==> src/rtl/piso_shift_register.sv <==
// Parallel-in/serial-out shift register: takes a WIDTH-bit word over a
// valid/ready handshake and streams it out on sout one bit per enabled clock.
module piso_shift_register #(
  parameter int WIDTH     = 8,
  parameter bit MSB_FIRST = 1'b1
) (
  input  logic             clk,
  input  logic             reset,
  input  logic             en,
  input  logic             load_valid,
  input  logic [WIDTH-1:0] load_data,
  output logic             load_ready,
  output logic             sout,
  output logic             sout_valid,
  output logic             frame_start,
  output logic             sout_last
);

  localparam int CW = (WIDTH > 1) ? $clog2(WIDTH) : 1;
  localparam logic [CW-1:0] LAST = CW'(WIDTH - 1);

  typedef enum logic {
    IDLE  = 1'b0,
    SHIFT = 1'b1
  } state_t;

  state_t           state_q, state_d;
  logic [WIDTH-1:0] shreg_q, shreg_d;
  logic [CW-1:0]    cnt_q, cnt_d;
  logic             sout_q, sout_d;
  logic             sout_valid_q, sout_valid_d;
  logic             frame_start_q, frame_start_d;
  logic             sout_last_q, sout_last_d;
  logic             at_last;
  logic             accept;

  assign at_last    = (state_q == SHIFT) && (cnt_q == LAST);
  assign load_ready = en && ((state_q == IDLE) || at_last);
  assign accept     = load_valid && load_ready;

  // Next-state logic; with en low everything simply holds its value.
  always_comb begin
    state_d = state_q;
    shreg_d = shreg_q;
    cnt_d   = cnt_q;
    if (en) begin
      if (accept) begin
        state_d = SHIFT;
        shreg_d = load_data;
        cnt_d   = '0;
      end else if (state_q == SHIFT) begin
        if (at_last) begin
          state_d = IDLE;
        end else begin
          shreg_d = MSB_FIRST ? (shreg_q << 1) : (shreg_q >> 1);
          cnt_d   = cnt_q + 1'b1;
        end
      end
    end
  end

  // Outputs are precomputed from the next state so they come straight off flops.
  always_comb begin
    sout_valid_d  = (state_d == SHIFT);
    sout_d        = 1'b0;
    if (state_d == SHIFT) begin
      sout_d = MSB_FIRST ? shreg_d[WIDTH-1] : shreg_d[0];
    end
    frame_start_d = (state_d == SHIFT) && (cnt_d == '0);
    sout_last_d   = (state_d == SHIFT) && (cnt_d == LAST);
  end

  always_ff @(posedge clk) begin
    if (reset) begin
      state_q       <= IDLE;
      shreg_q       <= '0;
      cnt_q         <= '0;
      sout_q        <= 1'b0;
      sout_valid_q  <= 1'b0;
      frame_start_q <= 1'b0;
      sout_last_q   <= 1'b0;
    end else begin
      state_q       <= state_d;
      shreg_q       <= shreg_d;
      cnt_q         <= cnt_d;
      sout_q        <= sout_d;
      sout_valid_q  <= sout_valid_d;
      frame_start_q <= frame_start_d;
      sout_last_q   <= sout_last_d;
    end
  end

  assign sout        = sout_q;
  assign sout_valid  = sout_valid_q;
  assign frame_start = frame_start_q;
  assign sout_last   = sout_last_q;

endmodule

==> config.mk <==
export PLATFORM = sky130hd
export DESIGN_NAME = piso_shift_register
export DESIGN_NICKNAME = d
export VERILOG_FILES = /design/src/rtl/piso_shift_register.sv
export SDC_FILE = /design/constraint.sdc
export NUM_CORES = 1
export LEC_CHECK = 0
export CORE_MARGIN = 2
export CORE_UTILIZATION = 25
export CTS_BUF_LIST = sky130_fd_sc_hd__clkbuf_4 sky130_fd_sc_hd__clkbuf_8
export DETAILED_ROUTE_END_ITERATION = 12
export HOLD_SLACK_MARGIN = 0.06
export REMOVE_ABC_BUFFERS = 1
export SLEW_MARGIN = 10
export SYNTH_ARGS = -nofsm -noshare
export SYNTH_HDL_FRONTEND = slang
export SYNTH_SLANG_ARGS = --single-unit
==> constraint.sdc <==
create_clock -name clk -period 4.1 [get_ports clk]
set_input_delay 1.23 -clock clk [delete_from_list [all_inputs] [get_ports clk]]
set_output_delay 1.23 -clock clk [all_outputs]
set_load 0.005 [all_outputs]
# [Word-level counts from Yosys, hierarchy flattened]
# Cells that the tools add are included.
[totals] reg_bits=15 output_inout_bits=5 inputBits=12 latch_bits=0 mem_bits_rw=0 wordCells=35 mem_count=0 romBits=0
[op_classes] n_div=0 n_lt_le_gt_ge=0 n_eq_ne=3 n_mul=0 n_shift=0 n_mux=12 n_bitwise=2 reduce_logical=10 n_addsub=1
[op_table] cell="2-to-1 mux 8 bit" count=4
[op_table] cell="2-to-1 mux 3 bit" count=4
[op_table] cell="equality test 3 bit (second input constant)" count=2
[op_table] cell="logical AND 1 bit" count=5
[op_table] cell="2-to-1 mux 1 bit" count=4
[op_table] cell="adder 3 x 1 -> 3 bit (second input constant)" count=1
[op_table] cell="logical NOT 3 bit" count=1
[op_table] cell="AND reduction 3 bit" count=1
[op_table] cell="!= test 2 x 1 -> 1 bit (second input constant)" count=1
[op_table] cell="NOT 1 bit" count=2
[op_table] cell="nonzero test 2 bit" count=1
[op_table] cell="OR reduction 2 bit" count=1
[op_table] cell="logical OR 1 bit" count=1

# [Longest topological paths before layout]
[logic_depth] depth_word=9 depth_mapped=7 ltp_nobuf=6

# [Worst setup path after synthesis]
# No wires, ideal clock.
[synth_timing] path_type="in2out" from="input en" to="output load_ready" stages=2 setup_slack_ns=1.331 arrival_time_ns=1.539 path_buffers=1 t_required_ns=2.870 path_cell_list="buf_2 and2_1"
[synth_between] elab_chain_len=1
[synth_lines] item="from (decl)" line_no="9" text="input logic en,"
[synth_lines] item="logical AND 1 bit" line_no="38" text="assign load_ready = en && ((state_q == IDLE) || at_last);"
[synth_lines] item="to (decl)" line_no="12" text="output logic load_ready,"
# No other way between the ends.

# [Worst setup path after layout]
# Ends and elaborated chain as after synthesis.

==> results.env <==
NUM_IO_PINS=17
INITIAL_CORE_UTIL_PCT=26.78
FIN_CRIT_NS=3.524
WORSTSKEWPAIRLATENCY_NS=0.29
PLACEMENT.IO_BUFFERS=16
GRT_BUSIEST_LAYER='met2'
DRCVIOLATIONCOUNT=0
WORST_HOLD_PATH_TYPE='reg -> reg'
CRITPATHMAXFANOUT=2
FINALSETUPVIOLATIONS=0
VIAS_PER_CELL=4.744
CTS-HOLD-FIX-BUFFERS=0
VDD.IR_DROP.WORST_uV=198.6
MIN_PATH_CELLS=2
FINISH.CELL_COUNT_WITHOUT_FILLERS=121
SETUP.WORST_PATH.CLASS='in -> out'
ANTENNA_FOUND_INITIAL=0
GR_UTIL_MET1_PCT=13.07
SYN_AVG_CELL_AREA_UM2=9.046
DRT_WL_TOTAL_UM=1361
DIE-AREA_MM2=0.003108
DPL.HPWL_UM=995.9
COREAREA_MM2=0.002500
FINAL_UTIL_PCT=35.34
GLOBAL_ROUTE.USAGE.TOTAL_PCT=9.879
DRT_FIRST_ITER_VIOLATIONS=13
SYNTH_TOP_AREA_SHARE_PCT=44.86
CRITICAL_PATH_ARRIVAL_NS=2.29
POWER.SHARE.CLOCK_PCT=28.9
HOLDPATHEND='shreg_q[7]'
GLOBALROUTE.TOTALOVERFLOW=0
FINAL_MIN_PERIOD_OVER_CLOCK_PERIOD_PCT=85.96
MAXSLEWHEADROOM_PCT=70.67
SYNTH_AREA_UM2=669.4
CTS.SINK_COUNT=15
FIRST_GLOBAL_VIAS=549
GRT_FIRST_PASS_WIRELENGTH_UM=2421
GRT_USE_MET3_PCT=4.186
MAX-CLOCK-PATH-BUFFERS=2
CLK_PIN_SLEW_NS=0.08
YOSYS.AREA.TOP_TYPE='dfxtp_1'
FLOORPLAN.DIE.HEIGHT_UM=55.75
SYNTH_CELL_TYPES=23
FINALPOWER_uW=290.6
R2R-END='shreg_q[5]'
WORSTSETUPENDPOINTTYPE='output pin'
STATUS='finished clean'
WORST_SETUP_PATH_START_KIND='primary input'
CTS-BUFFERS-INSERTED=3
WORSTMARGINPINSLEW_NS=0.4385
SYNTHESIS.INSTANCES=74
YS_FF_LATCH=15
POWER-PER-CELL-AREA_mW_PER_MM2=329.0
SYNTH-SEQ-AREA-SHARE_PCT=44.86
R2R_SETUP_SLACK_NS=2.35
ANTENNA_VIOLATING_NETS_POST_ROUTE=0
TRITONCTS='built'
FP.DIEW_UM=55.75
TIMING.CLOCK.SKEW_NS=0.01073
WORST_EP_REQUIRED_TIME_NS=2.87
ROOT_BUFFER='clkbuf_4'
FINAL_MAX_SLEW_VIOL_COUNT=0
FINALHOLDVIOLCOUNT=0
TIMING.MAX_CAP.VIOLATIONS=0
POWER.SHARE.SWITCHING_PCT=25.44
INTERNAL_POWER_uW=216.7
START_POINT_OF_THE_WORST_HOLD_PATH='shreg_q[7]'
NUM_ROWS=18
FIN_SETUP_TNS_NS=0
R2R.WORST_PATH.CELLS=6
POST-PLACE-CELLS=117
GRT_MAX_DEGREE=16
P_SEQ_SHARE_PCT=54.5
SYNTH_AREA_LEADERS='dfxtp_1 (45%), a211oi_1 (7.9%), nand3b_1 (7.9%)'
DETAILROUTE.VIA_COUNT=574
INSERTEDDIODECOUNT=0
POWER_FRAC_COMB_PCT=16.6
FINAL_CELL_MIX='clkdlybuf4s50_1 (16), dfxtp_1 (15), nor2_1 (13)'
TOTAL_LEAKAGE_POWER_uW=0.0003245
MOST_COMMON_CELL_AFTER_LAYOUT_FILL_AND_TAPS_ASIDE='clkdlybuf4s50_1'
FINALNETCOUNT=106
MAXCLOCKFREQUENCY_MHz=283.7
RR_STARTPOINT='cnt_q[0]'
DRT-WIRELENGTH-PER-CELL_UM=11.25
GRTUSAGEMET2_PCT=13.95
POWER.SWITCHING_uW=73.91
AREA_GROWTH_SYN_TO_LAYOUT_PCT=31.96
YOSYSWARNINGCOUNT=0
NUMBER_OF_SETUP_BUFFERS_ADDED_AFTER_CTS=0
DETAILEDROUTE.FIRSTPASSITERATIONCOUNT=4
RSZ_0062_RAISED_AFTER_GLOBAL_ROUTING='false'
CTSRESIZECOUNT=0
ROUTABILITYCONGESTION=0.7363
CTSHTREEMAXLEVEL=1
DRIVE_ABOVE_1_SHARE_PCT=7.692
## per-stage QoR
step / hold WS (ns) / setup WS, ns / instance area, um2
final: 0.4722 / 0.5757 / 883.3
after global routing: 0.5078 / 0.5441 / 883.3
after floorplan: 0.4363 / 1.515 / 650.6
after CTS: 0.4763 / 0.5693 / 883.3
after detailed placement: 0.4640 / 0.5693 / 855.8
after global placement: 0.4625 / 0.5704 / 855.8
## logic make-up (layout without fill, tap and decap cells)
family	Yosys count	after routing	share of synthesized area, %
flops	15	15	44.86
fa+ha+maj	2	2	3.738
simple gates	29	29	24.11
compound gates	22	22	22.43
mux	1	1	1.495
buf+inv	5	22	3.363
## metal layers
layer | up-vias | routed length, um
met5 | - | 0
met4 | 0 | 13
met3 | 2 | 65
met1 | 256 | 718
met2 | 11 | 564
li1 | 305 | -
## how the worst max path moves through the flow
| stage | startpoint | cells past startpoint | slack [ns] | end |
|---|---|---|---|---|
| 2_1_floorplan | en | 1 | 1.52 | load_ready |
| 3_3_place_gp | en | 3 | 0.57 | load_ready |
| 3_5_place_dp | en | 3 | 0.57 | load_ready |
| 4_1_cts | en | 3 | 0.57 | load_ready |
| 5_1_grt | en | 3 | 0.54 | load_ready |
| 6_report | en | 3 | 0.58 | load_ready |
## Yosys cell counts, drive strengths merged
master / count
mux2i: 1
a22oi: 1
nor2b: 1
a32oi: 3
o21bai: 1
nor3: 1
ha: 2
and4: 1
a21oi: 2
clkbuf: 1
o21ai: 7
nor2: 13
a211oi: 7
nand2: 3
and2: 1
inv: 1
nor4b: 1
nand2b: 1
buf: 3
o21a: 1
dfxtp: 15
nand3b: 7
## worst max-delay path, stage by stage
cell and delay [ns]:
clkdlybuf4s50_1 0.46, and2_1 0.11, clkdlybuf4s50_1 0.49
## registers in the layout, indices dropped and copies added (netlist names)
signal / cells
sout: 1
frame_start: 1
cnt_q: 3
sout_last: 1
shreg_q: 8
sout_valid: 1
## power by group through the flow
stage / clock [uW] / sequential [uW] / combinational [uW]
CTS: 88.1 / 158 / 48.8
detailed placement: 0 / 162 / 48.8
floorplan: 0 / 161 / 23.1
finish: 84.0 / 158 / 48.3
global placement: 0 / 162 / 48.2
global route: 94.3 / 160 / 54.4
## final cells by class
cell class,instances,area (um2)
Fill cell,277,1617
Multi-Input combinational cell,54,346.6
Sequential cell,15,300.3
Timing Repair Buffer,17,167.7
Tap cell,30,37.54
Clock buffer,3,22.52
Clock inverter,1,5.005
Inverter,1,3.754
Power figures use the tool's default switching activity.
